<file path="src/rtl/uart_tx_param.sv">
// Parametrised UART transmitter with a ready/valid input and back-to-back frames.
// Define UART_TX_PARITY_EN to insert a parity bit (even/odd via PARITY_ODD).
module uart_tx_param #(
  parameter int CLK_HZ     = 50000000,
  parameter int BAUD       = 115200,
  parameter int DATA_BITS  = 8,
  parameter int STOP_BITS  = 1,
  parameter int PARITY_ODD = 0
) (
  input  logic                 clk,
  input  logic                 rst_n,
  input  logic [DATA_BITS-1:0] s_data,
  input  logic                 s_valid,
  output logic                 s_ready,
  output logic                 uart_tx,
  output logic                 busy,
  output logic                 tx_done
);
  localparam int CLKS_PER_BIT = CLK_HZ / BAUD;
  localparam int CNT_W        = $clog2(CLKS_PER_BIT);
  localparam logic [CNT_W-1:0] CNT_LAST = CNT_W'(CLKS_PER_BIT - 1);
  localparam logic [CNT_W-1:0] CNT_PRE  = CNT_W'(CLKS_PER_BIT - 2);
  localparam logic [3:0] DATA_LAST = 4'(DATA_BITS - 1);
  localparam logic [3:0] STOP_LAST = 4'(STOP_BITS - 1);

`ifdef UART_TX_PARITY_EN
  typedef enum logic [2:0] {IDLE, START, DATA, PARITY, STOP} state_t;
`else
  typedef enum logic [2:0] {IDLE, START, DATA, STOP} state_t;
`endif

  state_t               state;
  logic [CNT_W-1:0]     cnt;
  logic [3:0]           bit_idx;
  logic [DATA_BITS-1:0] shreg;
`ifdef UART_TX_PARITY_EN
  logic                 par_bit;
`endif

  logic accept, bit_end;
  assign accept  = s_valid && s_ready;
  assign bit_end = (cnt == CNT_LAST);

  always_ff @(posedge clk or negedge rst_n) begin
    if (!rst_n) begin
      state   <= IDLE;
      cnt     <= '0;
      bit_idx <= '0;
      shreg   <= '0;
      uart_tx <= 1'b1;
      s_ready <= 1'b1;
      busy    <= 1'b0;
      tx_done <= 1'b0;
`ifdef UART_TX_PARITY_EN
      par_bit <= 1'b0;
`endif
    end else begin
      tx_done <= 1'b0;
      if (state != IDLE) cnt <= bit_end ? '0 : cnt + 1'b1;
      // s_ready is only high in IDLE or the final stop cycle, so accept covers both entries to START
      if (accept) begin
        state   <= START;
        shreg   <= s_data;
        bit_idx <= '0;
        uart_tx <= 1'b0;
        busy    <= 1'b1;
        s_ready <= 1'b0;
`ifdef UART_TX_PARITY_EN
        par_bit <= (^s_data) ^ (PARITY_ODD != 0);
`endif
      end else begin
        case (state)
          IDLE: ;
          START: if (bit_end) begin
            state   <= DATA;
            bit_idx <= '0;
            uart_tx <= shreg[0];
            shreg   <= shreg >> 1;
          end
          DATA: if (bit_end) begin
            if (bit_idx == DATA_LAST) begin
`ifdef UART_TX_PARITY_EN
              state   <= PARITY;
              uart_tx <= par_bit;
`else
              state   <= STOP;
              uart_tx <= 1'b1;
              bit_idx <= '0;
`endif
            end else begin
              bit_idx <= bit_idx + 1'b1;
              uart_tx <= shreg[0];
              shreg   <= shreg >> 1;
            end
          end
`ifdef UART_TX_PARITY_EN
          PARITY: if (bit_end) begin
            state   <= STOP;
            uart_tx <= 1'b1;
            bit_idx <= '0;
          end
`endif
          STOP: begin
            // registered outputs: raise done/ready one cycle early so they line up with the last stop cycle
            if (bit_idx == STOP_LAST && cnt == CNT_PRE) begin
              tx_done <= 1'b1;
              s_ready <= 1'b1;
            end
            if (bit_end) begin
              if (bit_idx != STOP_LAST) begin
                bit_idx <= bit_idx + 1'b1;
              end else begin
                state   <= IDLE;
                bit_idx <= '0;
                busy    <= 1'b0;
                uart_tx <= 1'b1;
              end
            end
          end
          default: state <= IDLE;
        endcase
      end
    end
  end
endmodule

</file>
<file path="config.mk">
export PLATFORM = sky130hd
export DESIGN_NAME = uart_tx_param
export DESIGN_NICKNAME = d
export VERILOG_FILES = /design/src/rtl/uart_tx_param.sv
export SDC_FILE = /design/constraint.sdc
export NUM_CORES = 1
export LEC_CHECK = 0
export BUFFER_PORTS_ARGS = -buffer_cell sky130_fd_sc_hd__buf_2
export CAP_MARGIN = 10
export CORE_AREA = 2 2 67 101
export DETAILED_ROUTE_END_ITERATION = 6
export DIE_AREA = 0 0 69 103
export HOLD_SLACK_MARGIN = 0.12
export SYNTH_ARGS = -nofsm -noshare
export SYNTH_HDL_FRONTEND = slang
export SYNTH_SLANG_ARGS = --single-unit
</file>
<file path="constraint.sdc">
create_clock -name clk -period 3.3 [get_ports clk]
set_input_delay 0.165 -clock clk [delete_from_list [all_inputs] [get_ports clk]]
set_output_delay 0.165 -clock clk [all_outputs]
set_load 0.02 [all_outputs]
</file>
* Word level (Yosys, flattened, before mapping)
Cells that the tools add are included.
Cells by class: muxes and demuxes 37, multiply operators 0, shift operators 0, reductions and logical operators 17, div/mod/pow operators 0, $lt $le $gt $ge 0, equality and inequality tests 14, add/sub/neg operators 2, bitwise gates (word level) 0
Operators by type and width (count):
- 2-to-1 mux 8 bit | 4
- 2-to-1 mux 4 bit | 6
- equality test 9 bit, second input constant | 2
- 2-to-1 mux 3 bit | 6
- inequality test 3 bit, second input constant | 6
- 2-to-1 mux 1 bit | 16
- case mux 8 bit (2 select lines) | 1
- case mux 3 bit (4 select lines) | 1
- case mux 4 bit (3 select lines) | 1
- adder 9 x 1 -> 9 bit, second input constant | 1
- 2-to-1 mux 9 bit | 1
- AND reduction 4 bit | 2
- nonzero test 4 bit | 2
- equality test 3 x 2 -> 1 bit, second input constant | 2
- AND reduction 6 bit | 1
- nonzero test 2 bit | 3
- nonzero test 3 bit | 2
- AND reduction 5 bit | 1
- adder 4 x 1 -> 4 bit, second input constant | 1
- equality test 4 x 3 -> 1 bit, second input constant | 1
- logical NOT 4 bit | 1
- inequality test 2 bit, second input constant | 2
- equality test 3 x 1 -> 1 bit, second input constant | 1
- logical NOT 3 bit | 1
- other kinds (4) | 5
Storage, ports and cells: memories 0, memory bits (read-only) 0, word-level logic and storage cells 78, input port bits 11, bits in latches 0, flip-flop bits (word level) 28, output and inout bits 4, RAM bits 0

* Longest topological paths before layout
Gate-level depths: netlist of run 1.
depth after elaboration 5, depth in mapped cells 6, mapped depth without buffers 6

* Worst setup path after synthesis of run 1
OpenSTA, ideal clock, no wires.
path type register to register, from register state[0], to register uart_tx, setup slack 1.597 ns, library setup time 0.094 ns, arrival time 1.608 ns, path buffers 0, clock period less this slack 1.703 ns, cell stages (with the launch flop) 6, data required time 3.206 ns, path through dfrtp_1 inv_1 ha_1 or3_1 and4_2 a311oi_1
Between the ends: cells in the longest elaborated chain, start to end 3, elaborated cells between the ends (all ways) 11, those cells by class 7 x eq/ne; 2 x mux; 2 x reduce/logical
RTL lines:
- from (decl) | RTL line 32 | state_t state;
- from (signal assigned) | RTL line 46 | state <= IDLE;
- from (signal assigned) | RTL line 62 | state <= START;
- from (signal assigned) | RTL line 75 | state <= DATA;
- equality test 3 x 2 -> 1 bit / equality test 3 x 1 -> 1 bit (equally long branches) | RTL line 72 | case (state)
- inequality test 3 bit (no source line), or another cell as far along
- AND reduction 5 bit (no source line) / 2-to-1 mux 1 bit (equally long branches)
- to (signal assigned) | RTL line 77 | uart_tx <= shreg[0];
- to (signal assigned) | RTL line 92 | uart_tx <= shreg[0];
- to (decl) | RTL line 15 | output logic uart_tx,
Several ways; a longest one is shown, not always the timed one. A chain may end at the register's enable or synchronous reset.

* Final worst setup path of run 1
Same ends and word-level chain as after synthesis.

==> impl_metrics.csv, run 1 <==
group,metric,value,unit
status,status,"complete, no violations",
worst_setup_path,worst_ep_arrival_time,2060,ps
yosys,synth-seq-cells,27,
routing,route.detailed.drc,0,
placement,globalplace.congestion,0.793,
floorplanning,top_level_ports,15,
floorplanning,die-area,0.00711,mm2
power,swShare,0.375,
grt,grt-ovfl-total,0,
routing,viasPerCell,4.58,
sta,max-slew-margin-rel,0.551,
routing,average_wire_per_cell_in_the_routed_design,12.1,um
power,power.net_switching,0.000378,W
finish,antenna_cells,0,
yosys,netlist_top_cells_area,"sky130_fd_sc_hd__dfrtp_1, sky130_fd_sc_hd__nand2_1, sky130_fd_sc_hd__ha_1",
floorplanning,starting_density_of_the_core,0.239,
sta,layout_worst_path_cycle_share,0.568,
power,power.sequential.fraction,0.473,
worst_setup_path,worst_setup_path_end_kind,"flip-flop",
worst_setup_path,path_cells,"inv_1, ha_1, or3_1, and4_2, a311oi_1",
worst_setup_path,setup.worst_path.start_class,"flip-flop",
routing,routed-via-count,1144,
yosys,mapped_cells,156,
floorplanning,die_w,69,um
clock_network,post_cts.repair.setup_buffers,0,
grt,via_count_of_the_first_global_routing_pass,1172,
placement,place_hpwl,2210,um
yosys,yosys.cell_types.count,34,
yosys,netlist.area_leader.share,0.415,
routing,drt_pre_antenna_iters,4,
routing,detail_route.iter0.violations,68,
min_path,hold_path.class,"in -> reg",
routing,drtAntennaViolNets,0,
clock_network,clock_tree.root_cell,"sky130_fd_sc_hd__clkbuf_8",
finish,drive_gt1_frac,0.190,
worst_setup_path,cp.buffers_inverters,1,
power,clkPwrFrac,0.196,
finish,nets,195,
sta,fin_skew,3.77,ps
clock_network,tritoncts.num_buffers,3,
power,pwr-share-comb,0.330,
clock_network,tritoncts_clock_tree,"built",
power,p_int,0.000630,W
placement,dpl.cell_count,243,
clock_network,clkLatencyLatePin,280,ps
flow_run,maxCapViolCount,0,
clock_network,ctsHtreeMaxLevel,1,
worst_setup_path,cp_slowest_cell,"sky130_fd_sc_hd__or3_1",
sta,finalMaxSlewViolations,0,
grt,grt_antenna_before_repair,0,
power,power_density,580,mW/mm2
yosys,synth_fp_nets,176,
power,ir_worst_vdd,0.000211,V
power,leakage,0.785,nW
placement,place.port_buffers,14,
yosys,synth_area,0.00151,mm2
clock_network,clk_transition_reported_paths,100,ps
finish,layout.cells.most_common,"sky130_fd_sc_hd__nand2_1",
worst_setup_path,path_delay_family,"simple AND/OR/NAND/NOR gates",
finish,layout_common_cells,"sky130_fd_sc_hd__nand2_1, sky130_fd_sc_hd__dfrtp_1, sky130_fd_sc_hd__nor2_1, sky130_fd_sc_hd__buf_2, sky130_fd_sc_hd__inv_1",
sta,grt_setup_unrepaired,"false",
routing,finalWirelength,3030,um
worst_setup_path,critical_path_peak_fanout,7,
worst_setup_path,crit_path_max_incr_delay,440,ps
grt,grt_util_all_layers,0.0925,
grt,first_pass_grt_wire_length,5300,um
yosys,postSynthAreaPerCell,9.67,um2
floorplanning,rows,36,
yosys,synth-warning-count,0,
sta,setup_violations,0,
yosys,synth_top_cell_by_area,"sky130_fd_sc_hd__dfrtp_1",
sta,timing.final.crit_period,1870,ps
clock_network,cts_num_sinks,27,
worst_setup_path,timing_worst_setup_path_type,"reg -> reg",
sta,worst-slew-pin-transition,673,ps
sta,final_hold_viol_count,0,
sta,achievable-frequency,534,MHz
floorplanning,die_y,103,um
yosys,synth_sequential_area_ratio,0.449,
finish,synthToLayoutAreaGrowth,15.2,%
finish,final_cell_count_no_fill,250,
worst_setup_path,cp.required,3490,ps
grt,grt_max_degree,28,
clock_network,clock_tree.buffer_depth,2,
floorplanning,std_cell_core_area,0.00631,mm2
sta,tns,0,ps
clock_network,post_cts.resized_instances,0,
==> state kept, by name, summed over array words and instances (netlist names) <==
signal,count
uart_tx,1
busy,1
tx_done,1
cnt,9
s_ready,1
state,2
shreg,8
bit_idx,4
==> cells by family (layout without fill, tap and decap cells) <==
| kind of cell | Yosys count | after routing | share of synthesized area |
|---|---|---|---|
| buf+inv | 13 | 31 | 0.0332 |
| compound gates | 19 | 19 | 0.0862 |
| mux | 10 | 10 | 0.0721 |
| flops | 27 | 27 | 0.449 |
| fa+ha+maj | 9 | 9 | 0.0746 |
| xor+xnor | 6 | 6 | 0.0348 |
| simple gates | 72 | 72 | 0.250 |
==> area by class of cell <==
type / instances / area, um2
Timing Repair Buffer: 17 / 100
Sequential cell: 27 / 678
Clock buffer: 3 / 41.3
Clock inverter: 1 / 5.00
Inverter: 10 / 37.5
Multi-Input combinational cell: 116 / 781
Tap cell: 76 / 95.1
Fill cell: 687 / 4570
==> metrics by stage <==
step / hold slack, ps / cell area [um2] / util / total power (W) / worst slack [ps]
after floorplan: -131 / 1510 / - / 0.000731 / 1600
after global placement: 219 / 1660 / 0.263 / 0.000807 / 1470
after detailed placement: 225 / 1660 / 0.263 / 0.000815 / 1440
after CTS: 200 / 1740 / 0.276 / 0.00102 / 1410
after global routing: 228 / 1740 / 0.276 / 0.00109 / 1280
final: 205 / 1740 / 0.276 / 0.00101 / 1430
==> metal layers <==
metal / GRT usage / wire length [um]
met1: 0.0975 / 1260
met5: 0 / 0
met3: 0.0176 / 77
met2: 0.180 / 1640
met4: 0.0362 / 50
==> worst register-to-register path: stages (launching register included) <==
cell and delay, ps:
sky130_fd_sc_hd__dfrtp_1 410, sky130_fd_sc_hd__inv_1 80, sky130_fd_sc_hd__ha_1 270, sky130_fd_sc_hd__or3_1 440, sky130_fd_sc_hd__and4_2 310, sky130_fd_sc_hd__a311oi_1 280
==> worst paths after layout <==
path                           start       end  slack (ps)  cells after the start
max                         state[0]   uart_tx        1430                      5
min                        s_data[5]  shreg[5]         200                      4
max reg2reg                 state[0]   uart_tx        1430                      5
min reg2reg                     busy      busy         500                      1
max in group asynchronous      rst_n  shreg[5]        2480                      2
min in group asynchronous      rst_n      busy         420                      2
==> synthesized netlist by cell type (all sizes together) <==
cell type	instances
or3b	1
mux2	7
o31ai	2
or2b	1
inv	10
a21oi	4
nor4bb	1
o22ai	2
clkbuf	2
nand4	3
a311oi	1
mux2i	3
nor3	2
a21o	2
and3	1
a211oi	1
ha	9
nand4b	4
and4	1
dfstp	2
xnor2	4
dfrtp	25
or3	3
buf	1
nor2	14
nand3	4
and2	1
xor2	2
nand2	34
o21ai	7
nor4b	2
==> power groups by stage <==
stage	Combinational [W]	Sequential (W)	Clock, W
global route	0.000387	0.000492	0.000214
global placement	0.000326	0.000482	0
floorplan	0.000263	0.000469	0
detailed placement	0.000330	0.000485	0
CTS	0.000339	0.000478	0.000201
finish	0.000333	0.000477	0.000198
==> repair_timing <==
item	CTS	global route
hold endpoints to repair	27	0
hold buffers	3	0
setup endpoints to repair	0	0
Power figures use the tool's default switching activity.
==> run 2, diff against run 1 <==
==> constraint.sdc (replaced) <==
create_clock -name clk -period 1.6 [get_ports clk]
set_input_delay 0.08 -clock clk [delete_from_list [all_inputs] [get_ports clk]]
set_output_delay 0.08 -clock clk [all_outputs]
set_load 0.02 [all_outputs]
==> impl_metrics.csv, run 2 (synthesized netlist as in run 1, its figures left out) <==
group,metric,value,unit
finish,top_register,"cnt",
worst_setup_path,path_cells,"buf_6, ha_4, buf_4, o21ai_2, o21ai_4, buf_12, mux2_4",
min_path,hold_path_endpoint,"shreg[5]",
clock_network,tritoncts.num_buffers,3,
worst_setup_path,worst-r2r-cell-count,7,
flow_run,maxCapViolCount,0,
power,post-layout-total-power,0.00270,W
routing,routed-via-count,1288,
sta,worst-slew-pin-transition,624,ps
power,leakage,1.00,nW
sta,finalMaxSlewViolations,0,
floorplanning,die-area,0.00711,mm2
sta,setup_slack,-104,ps
worst_setup_path,worst_setup_path_end_kind,"flip-flop",
finish,layout_common_cells,"sky130_fd_sc_hd__nand2_1, sky130_fd_sc_hd__buf_4, sky130_fd_sc_hd__dfrtp_1, sky130_fd_sc_hd__buf_2, sky130_fd_sc_hd__nor2_1",
worst_setup_path,cp_slowest_cell,"sky130_fd_sc_hd__dfrtp_2",
min_path,hold_path.class,"in -> reg",
worst_setup_path,crit_path_max_incr_delay,460,ps
worst_setup_path,worst_r2r_startpoint,"state[1]",
finish,nets,230,
finish,largest_reg_flops,9,
grt,via_count_of_the_first_global_routing_pass,1320,
clock_network,cts_num_sinks,27,
routing,average_wire_per_cell_in_the_routed_design,13.0,um
sta,max-slew-margin-rel,0.584,
power,power.net_switching,0.00100,W
routing,drt_pre_antenna_iters,4,
grt,grt_antenna_before_repair,0,
sta,setup_violations,16,
power,p_int,0.00170,W
worst_setup_path,setup.worst_path.start_class,"flip-flop",
finish,multi_input_combinational_cell_area,957,um2
worst_setup_path,timing.reg2reg.setup_slack,-100,ps
grt,first_pass_grt_wire_length,6000,um
power,ir_worst_vdd,0.000475,V
sta,tns,-1160,ps
floorplanning,die_y,103,um
worst_setup_path,timing_worst_setup_path_type,"reg -> reg",
finish,largestRegisters,"cnt (9), shreg (8), bit_idx (4)",
min_path,holdPathStages,4,
routing,finalWirelength,3700,um
clock_network,clkLatencyLatePin,280,ps
sta,fin_skew,3.21,ps
power,power.sequential.fraction,0.352,
power,power_density,1210,mW/mm2
floorplanning,top_level_ports,15,
routing,route.detailed.drc,0,
finish,nFillCells,641,
placement,place.port_buffers,14,
worst_setup_path,timing.rr.end,"shreg[4]",
finish,final-seq-area,681,um2
worst_setup_path,critical_path_peak_fanout,8,
grt,grt_max_degree,28,
grt,grt-ovfl-total,0,
floorplanning,rows,36,
clock_network,clk_transition_reported_paths,100,ps
status,status,"finished with violations",
placement,globalplace.congestion,0.827,
power,swShare,0.371,
finish,layout.cells.most_common,"sky130_fd_sc_hd__nand2_1",
sta,layout_worst_path_cycle_share,1.07,
finish,synthToLayoutAreaGrowth,47.8,%
clock_network,clock_tree.root_cell,"sky130_fd_sc_hd__clkbuf_8",
finish,antenna_cells,0,
finish,drive_gt1_frac,0.431,
sta,grt_setup_unrepaired,"true",
floorplanning,std_cell_core_area,0.00631,mm2
clock_network,clock_tree.buffer_depth,2,
sta,timing.final.crit_period,1700,ps
worst_setup_path,worst_ep_arrival_time,1880,ps
worst_setup_path,cp.required,1770,ps
clock_network,tritoncts_clock_tree,"built",
routing,viasPerCell,4.52,
clock_network,ctsHtreeMaxLevel,1,
floorplanning,die_w,69,um
routing,detail_route.iter0.violations,78,
floorplanning,starting_density_of_the_core,0.239,
sta,achievable-frequency,587,MHz
power,pwr-share-comb,0.495,
status,failed_checks,"negative setup slack",
sta,final_hold_viol_count,0,
power,clkPwrFrac,0.152,
grt,grt_util_all_layers,0.105,
routing,drtAntennaViolNets,0,
placement,place_hpwl,2510,um
min_path,min_from,"s_data[5]",
[run 2: cell types whose count changed in the layout (fill, tap and decap cells not counted), moves of 3 or more]
cell,before,now
sky130_fd_sc_hd__buf_6,0,4
sky130_fd_sc_hd__mux2_4,0,7
sky130_fd_sc_hd__dlygate4sd3_1,3,6
sky130_fd_sc_hd__ha_1,9,3
sky130_fd_sc_hd__buf_4,0,26
sky130_fd_sc_hd__ha_2,0,3
sky130_fd_sc_hd__ha_4,0,3
sky130_fd_sc_hd__mux2_2,7,0
[run 2: critical path: cells and delay by family, from the launching register on]
family | cells | cell delay, ps
DFF | 1 | 460
buffers and inverters | 3 | 420
muxes | 1 | 290
AOI/OAI and AO/OA | 2 | 240
adders and majority gates | 1 | 170
[run 2: worst max path at each step]
stage	from	to	slack (ps)
floorplan	cnt[6]	shreg[0]	-50
global placement	state[0]	state[0]	-120
detailed placement	state[0]	shreg[4]	-170
CTS	state[1]	state[1]	-100
global route	state[1]	state[0]	-230
finish	state[1]	shreg[4]	-100
[run 2: power by group through the flow]
stage,sequential [W],clock [W],combinational (W)
final,0.000952,0.000411,0.00134
after global routing,0.000968,0.000460,0.00148
after CTS,0.000927,0.000430,0.00119
after detailed placement,0.000937,0,0.000999
after global placement,0.000930,0,0.000972
after floorplan,0.000967,0,0.000569
[run 2: area by class of cell]
cell class                 count  area share
clock buffer                   3      0.0185
clock inverter                 1     0.00337
inverter                      10      0.0168
multi-input combinational    116       0.429
sequential                    27       0.305
tap                           76      0.0426
timing repair buffer          52       0.184
[run 2: per-stage QoR]
step           instance area (um2)   util  hold WS [ps]  setup slack (ps)  instances
5_1_grt                       2230  0.354           123              -227        285
2_1_floorplan                 1520      -          -216             -47.8        156
4_1_cts                       2110  0.335           121             -95.7        282
3_5_place_dp                  1870  0.297           138              -175        268
3_3_place_gp                  1870  0.297           144              -124        268
6_report                      2230  0.354           123              -104        285
[run 2: repair_timing]
item / 4_1_cts / 5_1_grt
gates resized for setup: 24 / 20
gates cloned: 0 / 0
pin swaps: 12 / 18
buffers inserted: 4 / 3
endpoints found under the hold margin: 30 / 0
endpoints found under the setup margin: 19 / 24
hold buffers: 6 / 0
[run 2: per-layer routing]
| metal | vias to the layer above | track usage | share of wire |
|---|---|---|---|
| li1 | 636 | - | - |
| met1 | 622 | 0.111 | 0.40 |
| met2 | 21 | 0.197 | 0.54 |
| met3 | 9 | 0.0176 | 0.029 |
| met4 | 0 | 0.0633 | 0.026 |
| met5 | - | 0 | 0 |
